[config.mk]
export PLATFORM = sky130hd
export DESIGN_NAME = char_cursor_ctrl
export DESIGN_NICKNAME = d
export VERILOG_FILES = /design/src/rtl/char_cursor_ctrl.sv
export SDC_FILE = /design/constraint.sdc
export NUM_CORES = 1
export LEC_CHECK = 0
export BUFFER_PORTS_ARGS = -buffer_cell sky130_fd_sc_hd__buf_4
export CAP_MARGIN = 20
export CORE_ASPECT_RATIO = 1.1
export CORE_UTILIZATION = 49
export DETAILED_ROUTE_END_ITERATION = 8
export PLACE_DENSITY_LB_ADDON = 0.3
export SETUP_SLACK_MARGIN = 0.1
export SKIP_CTS_REPAIR_TIMING = 1
export SLEW_MARGIN = 20
export SYNTH_ARGS = -nofsm -noshare
export SYNTH_HDL_FRONTEND = slang
export SYNTH_SLANG_ARGS = --single-unit
[constraint.sdc]
create_clock -name clk -period 1.5 [get_ports clk]
set_clock_uncertainty 0.15 [all_clocks]
set_input_delay 0.15 -clock clk [delete_from_list [all_inputs] [get_ports clk]]
set_output_delay 0.15 -clock clk [all_outputs]
set_load 0.1 [all_outputs]
[src/rtl/char_cursor_ctrl.sv]
// Character display cursor/command controller: single-byte commands move a
// saturating cursor, print characters and sweep-clear the framebuffer.
module char_cursor_ctrl #(
  parameter int COL_W  = 5,
  parameter int ROW_W  = 3,
  parameter int CHAR_W = 8,
  parameter logic [CHAR_W-1:0] BLANK = 8'h20
) (
  input  logic                   clk,
  input  logic                   rst,
  input  logic                   cmd_valid,
  output logic                   cmd_ready,
  input  logic [2:0]             cmd_op,
  input  logic [CHAR_W-1:0]      cmd_char,
  output logic                   fb_we,
  output logic [ROW_W+COL_W-1:0] fb_addr,
  output logic [CHAR_W-1:0]      fb_data,
  output logic [COL_W-1:0]       cur_col,
  output logic [ROW_W-1:0]       cur_row,
  output logic                   busy
);
  localparam int AW = ROW_W + COL_W;

  typedef enum logic {IDLE, CLEAR} state_t;
  typedef enum logic [2:0] {
    OP_PUT, OP_LEFT, OP_RIGHT, OP_UP, OP_DOWN, OP_HOME, OP_NEWLINE, OP_CLEAR
  } op_t;

  state_t            state, stateNext;
  logic [AW:0]       sweepCnt, sweepNext;
  logic [COL_W-1:0]  colNext;
  logic [ROW_W-1:0]  rowNext;
  logic              weNext;
  logic [AW-1:0]     addrNext;
  logic [CHAR_W-1:0] dataNext;
  logic              accept;

  // Extended intermediates: the extra MSB flags overflow (inc) or borrow (dec).
  logic [COL_W:0] colInc, colDec;
  logic [ROW_W:0] rowInc, rowDec;
  logic [COL_W-1:0] colSatInc, colSatDec;
  logic [ROW_W-1:0] rowSatInc, rowSatDec;

  assign cmd_ready = (state == IDLE);
  assign busy      = (state == CLEAR);
  assign accept    = cmd_valid & cmd_ready;

  always_comb begin
    colInc    = {1'b0, cur_col} + {{COL_W{1'b0}}, 1'b1};
    colDec    = {1'b0, cur_col} - {{COL_W{1'b0}}, 1'b1};
    rowInc    = {1'b0, cur_row} + {{ROW_W{1'b0}}, 1'b1};
    rowDec    = {1'b0, cur_row} - {{ROW_W{1'b0}}, 1'b1};
    colSatInc = colInc[COL_W] ? cur_col : colInc[COL_W-1:0];
    colSatDec = colDec[COL_W] ? cur_col : colDec[COL_W-1:0];
    rowSatInc = rowInc[ROW_W] ? cur_row : rowInc[ROW_W-1:0];
    rowSatDec = rowDec[ROW_W] ? cur_row : rowDec[ROW_W-1:0];
  end

  always_comb begin
    stateNext = state;
    sweepNext = sweepCnt;
    colNext   = cur_col;
    rowNext   = cur_row;
    weNext    = 1'b0;
    addrNext  = fb_addr;
    dataNext  = fb_data;
    unique case (state)
      IDLE: if (accept) begin
        unique case (op_t'(cmd_op))
          OP_PUT: begin
            weNext   = 1'b1;
            addrNext = {cur_row, cur_col};
            dataNext = cmd_char;
            if (colInc[COL_W]) begin
              colNext = '0;
              rowNext = rowSatInc;
            end else begin
              colNext = colInc[COL_W-1:0];
            end
          end
          OP_LEFT:  colNext = colSatDec;
          OP_RIGHT: colNext = colSatInc;
          OP_UP:    rowNext = rowSatDec;
          OP_DOWN:  rowNext = rowSatInc;
          OP_HOME: begin
            colNext = '0;
            rowNext = '0;
          end
          OP_NEWLINE: begin
            colNext = '0;
            rowNext = rowSatInc;
          end
          OP_CLEAR: begin
            // Write 0 is issued on the accept edge so every busy cycle
            // carries exactly one write; sweepCnt then holds the next address.
            stateNext = CLEAR;
            weNext    = 1'b1;
            addrNext  = '0;
            dataNext  = BLANK;
            sweepNext = {{AW{1'b0}}, 1'b1};
          end
        endcase
      end
      CLEAR: begin
        if (sweepCnt[AW]) begin
          stateNext = IDLE;
          sweepNext = '0;
          colNext   = '0;
          rowNext   = '0;
        end else begin
          weNext    = 1'b1;
          addrNext  = sweepCnt[AW-1:0];
          dataNext  = BLANK;
          sweepNext = sweepCnt + {{AW{1'b0}}, 1'b1};
        end
      end
    endcase
  end

  always_ff @(posedge clk) begin
    if (rst) begin
      state    <= IDLE;
      sweepCnt <= '0;
      cur_col  <= '0;
      cur_row  <= '0;
      fb_we    <= 1'b0;
      fb_addr  <= '0;
      fb_data  <= '0;
    end else begin
      state    <= stateNext;
      sweepCnt <= sweepNext;
      cur_col  <= colNext;
      cur_row  <= rowNext;
      fb_we    <= weNext;
      fb_addr  <= addrNext;
      fb_data  <= dataNext;
    end
  end
endmodule
# Word-level counts from Yosys, hierarchy flattened
# Index checks and enable logic that the tools add are counted.
# op_classes
addsub	5
mul	0
div_mod_pow	0
order_cmp	0
eq_ne	18
shifts	0
muxes	33
n_bitwise	2
n_reduce_logical	8
# op_table
op	n
one-hot mux 8 bit (2 select lines)	4
2-to-1 mux 8 bit	4
2-to-1 mux 9 bit	3
2-to-1 mux 5 bit	5
one-hot mux 5 bit (4 select lines)	1
one-hot mux 9 bit (2 select lines)	1
2-to-1 mux 3 bit	5
== test 3 bit (second input constant)	4
inequality test 3 bit (second input constant)	4
one-hot mux 3 bit (4 select lines)	1
inequality test 5 x 2 -> 1 bit (second input constant)	2
one-hot mux 5 bit (2 select lines)	1
AND reduction 5 bit	2
adder 9 x 1 -> 9 bit (second input constant)	1
adder 5 x 1 -> 6 bit (second input constant)	1
== test 3 x 2 -> 1 bit (second input constant)	2
inequality test 2 x 1 -> 1 bit (second input constant)	3
one-hot mux 3 bit (2 select lines)	1
OR reduction 2 bit	3
subtractor 5 x 1 -> 6 bit (second input constant)	1
2-to-1 mux 1 bit	5
adder 3 x 1 -> 4 bit (second input constant)	1
one-hot mux 1 bit (2 select lines)	2
subtractor 3 x 1 -> 4 bit (second input constant)	1
8 further kinds	8
# word_totals
regBits	35
latchBits	0
ram_bits	0
rom_bits	0
mem_count	0

# Logic depth before layout (Yosys ltp)
# Gate-level depths: netlist of the first run.
# depth
depth_word	6
mapped_depth	8
ltp_nobuf	7

# Worst setup path before layout of the first run
# Ideal clock, no wire load.
# synth_timing
kind	flip-flop to flip-flop
start	register state (netlist: busy)
end	register fb_addr[1]
setup_time_ps	133
arrival_ps	2269
path_slack_ps	-1052
path_stages_with_launch	7
n_path_buf	2
cell_sequence	dfxtp_1 buf_2 inv_2 o22a_4 buf_12 a221oi_2 nor3_2
# synth_between
elab_chain_len	4
elab_cells_between_ends	7
cone_classes	3 x eq/ne; 1 x mux; 2 x bitwise; 1 x reduce/logical
# synth_lines
element	line	source
start: declaration	29	state_t state, stateNext;
start signal: assignment	130	state <= stateNext;
NOT 1 bit *	n/a	
named net cmd_ready	12	output logic cmd_ready,
bitwise AND 1 bit	46	assign accept = cmd_valid & cmd_ready;
inequality test 2 x 1 -> 1 bit (no line)	n/a	
AND reduction 3 bit (no line)	n/a	
end signal: assignment	135	fb_addr <= addrNext;
end: declaration	16	output logic [ROW_W+COL_W-1:0] fb_addr,
# Mark *: on every way through the listed nets, which the timed path passes. The rest lies on a longest branch.
# A chain may end at the register's enable or synchronous reset.

# Worst setup path after layout of the first run
# layout_timing
start	register cur_col[0]
end	register cur_col[4]
# layout_between
elab_chain_len	5
elab_cells_between_ends	11
cone_classes	2 x add/sub; 2 x eq/ne; 6 x mux; 1 x reduce/logical
# layout_lines
element	line	source
start: declaration	18	output logic [COL_W-1:0] cur_col,
start signal: assignment	132	cur_col <= colNext;
adder 5 x 1 -> 6 bit or subtractor 5 x 1 -> 6 bit (tied branches)	49, 50	
2-to-1 mux 5 bit, on equally long branches	53, 54, 74	
one-hot mux 5 bit (4 select lines)	69	unique case (op_t'(cmd_op))
2-to-1 mux 5 bit	68	IDLE: if (accept) begin
one-hot mux 5 bit (2 select lines)	67	unique case (state)
# Several ways; a longest one is shown, not always the timed one. The select of a mux whose other input is x is not followed.

==> flow_summary.toml, run 1 <==
[run_status]
outcome = "finished with violations"
violations = "hold timing, setup timing"

[detailed_routing]
drc = 0
viasPerCell = 6.20
drt_pass1_iterations = 4
num_vias = 2455
routedWlPerCell_um = 20.2
final_antenna_net_count = 0
route.final.wire_length_mm = 8.02
drt-initial-drc-count = 239

[finish]
utilization_pct = 85.9
fill_cells = 197
syn2layout_area_growth_pct = 64.0
area.sequential_um2 = 736
layout_common_cells = "buf_4 (82), nor2_1 (26), dfxtp_1 (25)"
num_antenna_cells = 0
mostFrequentLayoutCell = "buf_4"
area_taken_by_multi_input_logic_gates_um2 = 1570
post_route_cells_drive_above_1_share_pct = 54.1
nNetsFinal = 366

[global_route]
number_of_antenna_violations_at_the_first_check_in_global_routing = 0
grt_usage_pct = 28.0
wire_length_of_the_first_global_routing_pass_mm = 10.1
grt_max_degree = 20
overflow = 0
via_count_of_the_first_global_routing_pass = 2223

[yosys]
synthesis.area_per_instance_um2 = 8.64
async_flop_share_pct = 0
main_combinational_cell_family_by_area_after_synthesis = "compound AO/OA/AOI/OAI gates"
synth_simple_gate_area_share_pct = 23.4
synth-warning-count = 0
synth_enable_flop_cells = 0
compound_gate_portion_of_the_synthesized_area_pct = 26.5
synthTopCellsByArea = "dfxtp_1 (33%), ha_1 (5.3%), nor2_1 (5.3%), nand3_1 (3.8%), a21oi_2 (2.9%)"
yosys.area.top_type = "dfxtp_1"
synth_seq_area_share_pct = 33.0
synth_top_area_share_pct = 33.0
synth_xor_xnor_area_share_pct = 3.30
synth.mux.area_fraction_pct = 1.47
syn_area_um2 = 2120
ys.flop_type = "dfxtp_1"
syn-num-nets = 269
synth.distinct_cells = 62
ys_ff_latch = 35
adder_cell_area_share_of_the_yosys_netlist_pct = 5.30
netlist_instances = 246

[critical_path]
critical_path.n_buffers_inverters = 1
worstPathCellList = "inv_4, ha_4, nor3b_4, xnor2_1, a2bb2oi_2, nor3_2, a31o_1"
worst_ep_arrival_time_ns = 1.67
worst_setup_path_end_kind = "flip-flop"
critical-path-max-stage-delay_ns = 0.41
reg2regPathDepth = 7
slowest_stage = "dfxtp_4"
worst-setup-path-type = "flip-flop to flip-flop"
startpoint_types = "flip-flop"
critical_path.max_fanout = 8
critical_path.top_delay_family = "flip-flops"
timing.critical_path.depth = 7
cp_data_required_time_ns = 1.53

[power]
switchingPower_w = 0.000992
clkPwrFrac_pct = 25.5
pwr-share-seq_pct = 38.5
power.share.switching_pct = 37.9
leakage_nw = 1.46
internal_power_w = 0.00163
power_per_cell_area_nw_per_um2 = 752
worst_ir_drop_vdd_v = 0.000774
combPwrFrac_pct = 35.9

[sta]
period_minus_slack_ns = 1.64
rsz_0062_raised_after_global_routing = "true"
final_min_period_over_clock_period_pct = 109
post-route-worst-setup-slack_ns = -0.136
number_of_endpoints_with_negative_hold_slack_in_the_final_report = 3
hold-worst-slack_ns = -0.0263
worstMarginPinSlew_ns = 0.322
report.final.slew_viol_count = 0
setup_viol_count_final = 19
timing.slew.headroom_pct = 78.5
max_clock_freq_mhz = 611

[floorplan]
floorplan.core_area_um2 = 4050
chipHeight_um = 71.1
design.die.area_um2 = 4600
ios = 41
starting_density_of_the_core_pct = 52.4
core.rowCount = 24
die_width_um = 64.8

[clocking]
cts.clk_slew.worst_paths_ns = 0.07
cts-buffers-inserted = 5
insertion_delay_ns = 0.29
htreeDepth = 2
clock_tree.buffer_depth = 2
cts.sink_count = 35
cts_root_buf = "clkbuf_8"
cts_tree = "done"

[placed_design]
final_estimated_routing_congestion_in_global_placement = 0.871
sum_of_net_half_perimeters_after_detailed_placement_mm = 4.43
place.port_buffers = 40

[flow_run]
timing.max_cap.violations = 0

[min_path]
hold_path.class = "primary input to flip-flop"
whs_path_depth = 3
-- metal layers --
metal  routed length [µm]  global-route usage [%]  up-vias  share of wire [%]
met2                 4270                    49.5      128                 53
met3                  460                    4.35       48                5.7
met1                 2870                    32.7     1189                 36
met4                  420                    12.8        0                5.2
met5                    0                       0        -                  0
li1                     -                       -     1090                  -
-- stage by stage --
stage | power (W) | instance area, µm² | cells | setup TNS (ns) | worst slack, ns
after floorplan | 0.00160 | 2410 | 246 | -4.58 | -0.332
after global placement | 0.00182 | 3020 | 369 | -5.01 | -0.218
after detailed placement | 0.00184 | 3020 | 369 | -6.03 | -0.275
after CTS | 0.00251 | 3110 | 377 | -1.26 | -0.186
after global routing | 0.00270 | 3480 | 396 | -2.09 | -0.200
final | 0.00262 | 3480 | 396 | -1.21 | -0.136
-- power by group through the flow --
stage | registers, W | clock network, W | logic [W]
CTS | 0.00100 | 0.000682 | 0.000825
floorplan | 0.00127 | 0 | 0.000331
detailed placement | 0.00102 | 0 | 0.000819
finish | 0.00101 | 0.000669 | 0.000941
global placement | 0.00102 | 0 | 0.000804
global route | 0.00101 | 0.000708 | 0.000982
-- worst register-to-register path: cells and delay by family (launching register included) --
| family | cells | cell delay, ns |
|---|---|---|
| DFF | 1 | 0.41 |
| and+or+nand+nor | 2 | 0.19 |
| AOI/OAI and AO/OA | 2 | 0.38 |
| xor gates and xnor gates | 1 | 0.18 |
| adders and majority gates | 1 | 0.16 |
| buffers and inverters | 1 | 0.05 |
-- synthesized netlist by cell type, types with 2 or more instances --
cell / number
nor2_1: 30
o211ai_1: 3
nand2_2: 8
a21oi_1: 9
a32o_1: 2
inv_1: 12
a221oi_1: 7
nor3_1: 11
a211oi_1: 3
ha_1: 9
a221oi_2: 2
xnor2_1: 3
a21oi_2: 7
clkbuf_1: 5
o21ai_0: 2
a31oi_1: 2
dfxtp_1: 35
and3_1: 3
nand4_1: 2
buf_2: 6
o21ai_1: 4
o221ai_1: 2
nor3_2: 2
nor2b_1: 5
xor2_1: 5
nand3_1: 16
buf_4: 2
nand2_1: 13
a31o_1: 2
mux2i_1: 2
-- logic make-up after synthesis --
family | count (synthesis)
flops | 35
mux | 3
fa+ha+maj | 9
compound gates | 64
simple gates | 98
xor+xnor | 8
buf+inv | 29
-- final timing paths --
check	from	endpoint	slack (ns)
worst max-delay path	cur_col[0]$_SDFFE_PP0P_	cur_col[4]$_SDFFE_PP0P_	-0.14
worst min-delay path	cmd_char[5]	fb_data[5]$_SDFFE_PP0P_	-0.03
worst max register to register	cur_col[0]$_SDFFE_PP0P_	cur_col[4]$_SDFFE_PP0P_	-0.14
worst min register to register	fb_data[3]$_SDFFE_PP0P_	fb_data[3]$_SDFFE_PP0P_	0.33
-- sequential cells by signal, summed over array words and instances (netlist names) --
signal    cells
fb_data       8
fb_we         1
sweepCnt      9
cur_col       5
busy          1
fb_addr       8
cur_row       3
-- layout make-up --
| cell class | count | area share (%) |
|---|---|---|
| clock buffer | 5 | 1.98 |
| multi-input combinational | 182 | 45.0 |
| clock inverter | 3 | 0.431 |
| sequential | 35 | 21.1 |
| timing repair buffer | 106 | 27.4 |
| tap | 52 | 1.87 |
| inverter | 13 | 2.16 |
Note: power is estimated with default switching activity, not from simulation.
==> run 2: changes to the inputs <==
--- a/config.mk
+++ b/config.mk
@@ -5,12 +5,14 @@
 export SDC_FILE = /design/constraint.sdc
 export NUM_CORES = 1
 export LEC_CHECK = 0
+export ABC_AREA = 0
 export BUFFER_PORTS_ARGS = -buffer_cell sky130_fd_sc_hd__buf_4
 export CAP_MARGIN = 20
 export CORE_ASPECT_RATIO = 1.1
-export CORE_UTILIZATION = 49
+export CORE_UTILIZATION = 50
 export DETAILED_ROUTE_END_ITERATION = 8
 export PLACE_DENSITY_LB_ADDON = 0.3
+export RECOVER_POWER = 50
 export SETUP_SLACK_MARGIN = 0.1
 export SKIP_CTS_REPAIR_TIMING = 1
 export SLEW_MARGIN = 20
==> run 2 against run 1 <==
The flow still finishes with violations (hold timing, setup timing). Non-clock buffer count is 10 higher. Final cell count is 2.8% higher. Setup slack got worse by 0.43 ns. Critical path depth decreased by 1. Hold slack better by 0.025 ns. Combinational power rose by 13%. Critical endpoint is now sweepCnt[8]$_SDFFE_PP0P_. Largest cell class unchanged.
==> flow_summary.toml, run 2 (same netlist as run 1, synthesis figures left out) <==
[critical_path]
timing.critical_path.from = "busy$_SDFF_PP0_"
worst_setup_path_end_kind = "flip-flop"
critical_path.max_fanout = 7
critical_path.top_delay_family = "simple AND/OR/NAND/NOR gates"
startpoint_types = "flip-flop"
critical_path.n_buffers_inverters = 1
timing.critical_path.depth = 6
critical_path.reg2reg.startpoint = "busy$_SDFF_PP0_"
worst_ep_arrival_time_ns = 2.11
worst-setup-path-type = "flip-flop to flip-flop"
cp_data_required_time_ns = 1.54
reg2regPathDepth = 6
slowest_stage = "dfxtp_4"
worstPathCellList = "buf_6, a31o_4, nand4_1, nor3_1, a21oi_1, nor2_1"
critical-path-max-stage-delay_ns = 0.51

[clocking]
insertion_delay_ns = 0.29
cts_root_buf = "clkbuf_8"
cts_tree = "done"
cts.clk_slew.worst_paths_ns = 0.07
htreeDepth = 2
clock_tree.buffer_depth = 2
cts.sink_count = 35
cts-buffers-inserted = 5

[detailed_routing]
viasPerCell = 6.75
final_antenna_net_count = 0
drt_pass1_iterations = 7
num_vias = 2748
routedWlPerCell_um = 25.7
route.final.wire_length_mm = 10.5
drt-initial-drc-count = 493
drc = 0

[sta]
post-route-worst-setup-slack_ns = -0.569
setup_viol_count_final = 28
period_minus_slack_ns = 2.07
timing.slew.headroom_pct = 63.5
report.final.slew_viol_count = 0
worstMarginPinSlew_ns = 0.550
final_min_period_over_clock_period_pct = 138
rsz_0062_raised_after_global_routing = "true"
number_of_endpoints_with_negative_hold_slack_in_the_final_report = 2
max_clock_freq_mhz = 483
hold-worst-slack_ns = -0.00162

[power]
power.share.switching_pct = 37.4
combPwrFrac_pct = 37.3
switchingPower_w = 0.00106
clkPwrFrac_pct = 26.9
internal_power_w = 0.00178
power_per_cell_area_nw_per_um2 = 750
leakage_nw = 1.58
worst_ir_drop_vdd_v = 0.000815
pwr-share-seq_pct = 35.8
total_power_w = 0.00284

[finish]
regMostFlops = "sweepCnt"
largest_register_ffs = 9
num_antenna_cells = 0
reg_top3 = "sweepCnt (9), fb_addr (8), fb_data (8)"
mostFrequentLayoutCell = "buf_4"
nNetsFinal = 377
post_route_cells_drive_above_1_share_pct = 60.6
final_cells = 407
syn2layout_area_growth_pct = 78.4
layout_common_cells = "buf_4 (70), dfxtp_1 (25), nor2_1 (21)"

[floorplan]
ios = 41
floorplan.core_area_um2 = 4020
chipHeight_um = 70.4
design.die.area_um2 = 4510
starting_density_of_the_core_pct = 52.8
core.rowCount = 24
die_width_um = 64.2

[global_route]
wire_length_of_the_first_global_routing_pass_mm = 10.2
grt_usage_pct = 28.8
number_of_antenna_violations_at_the_first_check_in_global_routing = 0
grt_max_degree = 19
overflow = 0
via_count_of_the_first_global_routing_pass = 2174

[min_path]
timing.hold.worst.start = "rst"
whs_path_depth = 2
hold_path.class = "primary input to flip-flop"

[run_status]
violations = "hold timing, setup timing"
outcome = "finished with violations"

[placed_design]
final_estimated_routing_congestion_in_global_placement = 0.876
placed_instances = 371
sum_of_net_half_perimeters_after_detailed_placement_mm = 4.38
place.port_buffers = 40

[flow_run]
timing.max_cap.violations = 0
-- run 2: cell types whose count changed in the layout (fill, tap and decap cells not counted), moves of 4 or more --
cell      delta
buf_12       +4
buf_2        +8
buf_4       -12
clkbuf_4     +6
nand3_2      +5
nor2_1       -5
-- run 2: area by class of cell --
type,count,area [µm²]
multi-input combinational,183,1730
timing repair buffer,116,1080
sequential,35,738
fill,116,234
clock buffer,8,100
inverter,13,72.6
tap,52,65.1
-- run 2: power groups by stage --
| stage | registers (W) | logic [W] | clock network, W |
|---|---|---|---|
| 3_3_place_gp | 0.00102 | 0.000806 | 0 |
| 2_1_floorplan | 0.00127 | 0.000331 | 0 |
| 4_1_cts | 0.00100 | 0.000828 | 0.000752 |
| 3_5_place_dp | 0.00102 | 0.000822 | 0 |
| 6_report | 0.00102 | 0.00106 | 0.000765 |
| 5_1_grt | 0.00102 | 0.00108 | 0.000799 |
-- run 2: path summary, 6_finish.rpt --
kind	endpoint	slack, ns
setup / recovery	sweepCnt[8]$_SDFFE_PP0P_	-0.57
hold / removal	fb_data[0]$_SDFFE_PP0P_	-0.002
setup reg to reg	sweepCnt[8]$_SDFFE_PP0P_	-0.57
hold reg to reg	fb_data[2]$_SDFFE_PP0P_	0.34
-- run 2: worst register-to-register path: cells and delay by family (launching register included) --
family                 cells  cell delay (ns)
AO/OA/AOI/OAI              2             0.31
buffers and inverters      1             0.20
flip-flops                 1             0.51
AND/OR/NAND/NOR            3             0.80
-- run 2: routing by layer --
metal	track usage [%]	routed length, µm
met1	35.0	3780
met2	50.7	5060
met3	4.58	997
met4	10.1	608
met5	0	0
-- run 2: metrics by stage --
step                hold slack, ns  utilization (%)  setup TNS [ns]  instance area, µm²  setup WS [ns]
finish                    -0.00162             94.2           -3.45                3790         -0.569
global route               0.00303             94.2           -4.36                3790         -0.655
CTS                        -0.0204             78.0           -1.18                3140         -0.212
detailed placement           0.274             75.5           -6.47                3040         -0.294
global placement             0.262             75.5           -5.28                3040         -0.215
floorplan                    0.145                -           -4.58                2410         -0.332
==> run 3: changes to the inputs <==
--- a/config.mk
+++ b/config.mk
@@ -8,13 +8,14 @@
 export ABC_AREA = 0
 export BUFFER_PORTS_ARGS = -buffer_cell sky130_fd_sc_hd__buf_4
 export CAP_MARGIN = 20
+export CELL_PAD_IN_SITES_DETAIL_PLACEMENT = 0
+export CELL_PAD_IN_SITES_GLOBAL_PLACEMENT = 1
 export CORE_ASPECT_RATIO = 1.1
-export CORE_UTILIZATION = 50
+export CORE_UTILIZATION = 37
 export DETAILED_ROUTE_END_ITERATION = 8
 export PLACE_DENSITY_LB_ADDON = 0.3
 export RECOVER_POWER = 50
 export SETUP_SLACK_MARGIN = 0.1
-export SKIP_CTS_REPAIR_TIMING = 1
 export SLEW_MARGIN = 20
 export SYNTH_ARGS = -nofsm -noshare
 export SYNTH_HDL_FRONTEND = slang
==> run 3 against run 2 <==
The flow finishes with violations (setup timing). Sequential cell count did not move. Count of clock-buffer cells in the layout shrank 1. Register-to-register slack better by 0.50 ns. Final cell count up 6.4%. First-iteration DRC count shrank 77%. Cell area rose by 0.76%. Sequential share of layout area is 0.11 points lower. Die area up 34%. Critical path depth is 1 higher. Combinational power decreased by 5%. Maximum frequency rose by 32%. Setup slack improved by 0.50 ns. Largest cell class unchanged. Largest power group unchanged.
==> flow_summary.toml, run 3 (same netlist as run 1, synthesis figures left out) <==
[finish]
num_antenna_cells = 0
syn2layout_area_growth_pct = 79.7
reg_top3 = "sweepCnt (9), fb_addr (8), fb_data (8)"
post_route_cells_drive_above_1_share_pct = 59.5
nNetsFinal = 380
mostFrequentLayoutCell = "buf_4"
fill_cells = 416
layout_common_cells = "buf_4 (86), nor2_1 (25), dfxtp_1 (22)"
utilization_pct = 69.9
largest_register_ffs = 9
regMostFlops = "sweepCnt"

[sta]
worstMarginPinSlew_ns = 0.546
report.final.slew_viol_count = 0
post-route-worst-setup-slack_ns = -0.0690
rsz_0062_raised_after_global_routing = "true"
period_minus_slack_ns = 1.57
final_min_period_over_clock_period_pct = 105
setup_viol_count_final = 9
max_clock_freq_mhz = 637
number_of_endpoints_with_negative_hold_slack_in_the_final_report = 0
timing.slew.headroom_pct = 63.7

[floorplan]
floorplan.core_area_um2 = 5470
core.rowCount = 28
ios = 41
chipHeight_um = 81.5
design.die.area_um2 = 6050
starting_density_of_the_core_pct = 38.9
die_width_um = 74.3

[detailed_routing]
route.final.wire_length_mm = 7.05
drt-initial-drc-count = 112
num_vias = 2282
routedWlPerCell_um = 16.3
viasPerCell = 5.27
drt_pass1_iterations = 4
final_antenna_net_count = 0
drc = 0

[clocking]
htreeDepth = 2
cts_root_buf = "clkbuf_8"
cts-buffers-inserted = 5
cts_tree = "done"
cts.clk_slew.worst_paths_ns = 0.08
insertion_delay_ns = 0.30
clock_tree.buffer_depth = 2
cts.sink_count = 35

[run_status]
violations = "setup timing"
outcome = "finished with violations"

[critical_path]
worst_r2r_setup_slack_ns = -0.07
cp_data_required_time_ns = 1.55
crit-reg2reg-capture = "cur_col[4]$_SDFFE_PP0P_"
critical_path.reg2reg.startpoint = "cur_col[0]$_SDFFE_PP0P_"
critical-path-max-stage-delay_ns = 0.39
worstPathCellList = "inv_2, ha_4, nor3b_2, xnor2_1, a2bb2oi_2, nor3_1, a31o_1"
end_of_the_critical_path = "cur_col[4]$_SDFFE_PP0P_"
critical_path.max_fanout = 6
worst-setup-path-type = "flip-flop to flip-flop"
slowest_stage = "dfxtp_4"
startpoint_types = "flip-flop"
worst_ep_arrival_time_ns = 1.62
reg2regPathDepth = 7
timing.critical_path.from = "cur_col[0]$_SDFFE_PP0P_"
worst_setup_path_end_kind = "flip-flop"

[global_route]
via_count_of_the_first_global_routing_pass = 2140
use_met2_pct = 38.6
grt_max_degree = 18
wire_length_of_the_first_global_routing_pass_mm = 10.6
met1_demand_to_capacity_share_in_global_routing_pct = 30.4
number_of_antenna_violations_at_the_first_check_in_global_routing = 0
overflow = 0
grt_usage_pct = 22.9
use_met3_pct = 3.07
global_route.peak_usage_layer = "met2"

[flow_run]
timing.max_cap.violations = 0

[min_path]
hold_path.class = "primary input to flip-flop"
whs_path_depth = 2

[placed_design]
sum_of_net_half_perimeters_after_detailed_placement_mm = 4.27
final_estimated_routing_congestion_in_global_placement = 0.795
pre_cts_slack_ns = -0.266
place.port_buffers = 40

[power]
total_power_w = 0.00271
leakage_nw = 1.58
power_per_cell_area_nw_per_um2 = 710
worst_ir_drop_vdd_v = 0.000826
## run 3: worst max-delay path: cells and delay by family, from the launching register on
| family | cells | cell delay (ns) |
|---|---|---|
| flip-flops | 1 | 0.39 |
| AO/OA/AOI/OAI | 2 | 0.33 |
| AND/OR/NAND/NOR | 2 | 0.21 |
| XOR/XNOR | 1 | 0.18 |
| adder cells (fa/ha/maj) | 1 | 0.16 |
| buffers and inverters | 1 | 0.05 |
## run 3: area by class of cell
class / instances / area, µm² / share of cell area [%]
clock buffers: 7 / 76.3 / 2.00
clock inverters: 1 / 5.00 / 0.131
inverters: 13 / 70.1 / 1.83
multi-input cells: 183 / 1710 / 44.7
flip-flops and latches: 35 / 739 / 19.4
well taps: 75 / 93.8 / 2.46
repair buffers: 119 / 1130 / 29.6
## run 3: how the worst min path moves through the flow
stage                      from                      end  slack [ns]
floorplan           cmd_char[5]  fb_data[5]$_SDFFE_PP0P_        0.15
global placement    cmd_char[5]  fb_data[5]$_SDFFE_PP0P_        0.26
detailed placement  cmd_char[2]  fb_data[2]$_SDFFE_PP0P_        0.28
CTS                         rst  fb_data[7]$_SDFFE_PP0P_        0.02
global route                rst  fb_data[7]$_SDFFE_PP0P_       0.005
finish                      rst  fb_data[7]$_SDFFE_PP0P_        0.01
## run 3: per-layer routing
metal	wire, µm	share of wire [%]
met1	3050	43
met2	3690	52
met3	230	3.3
met4	90	1.3
met5	0	0
## run 3: power breakdown
group          total (W)  switching [W]  internal (W)  leakage, nW
clock network   0.000692       0.000365      0.000326       0.0422
registers        0.00100      0.0000454      0.000959        0.293
logic            0.00101       0.000600      0.000414         1.24
total            0.00271        0.00101       0.00170         1.58
## run 3: per-stage QoR
stage / instance area (µm²) / hold WS (ns) / instances / setup TNS, ns
2_1_floorplan: 2410 / 0.145 / 246 / -4.58
3_3_place_gp: 3070 / 0.264 / 394 / -5.72
3_5_place_dp: 3070 / 0.276 / 394 / -6.06
4_1_cts: 3640 / 0.0156 / 425 / -0.567
5_1_grt: 3820 / 0.00500 / 433 / -1.15
6_report: 3820 / 0.0114 / 433 / -0.390
## run 3: timing repair
action	CTS	global route
setup buffers	12	11
endpoints found under the setup margin	33	39
hold buffers	8	0
hold endpoints to repair	8	0
resized for setup	49	30
gates cloned	4	0
pin swaps	33	23
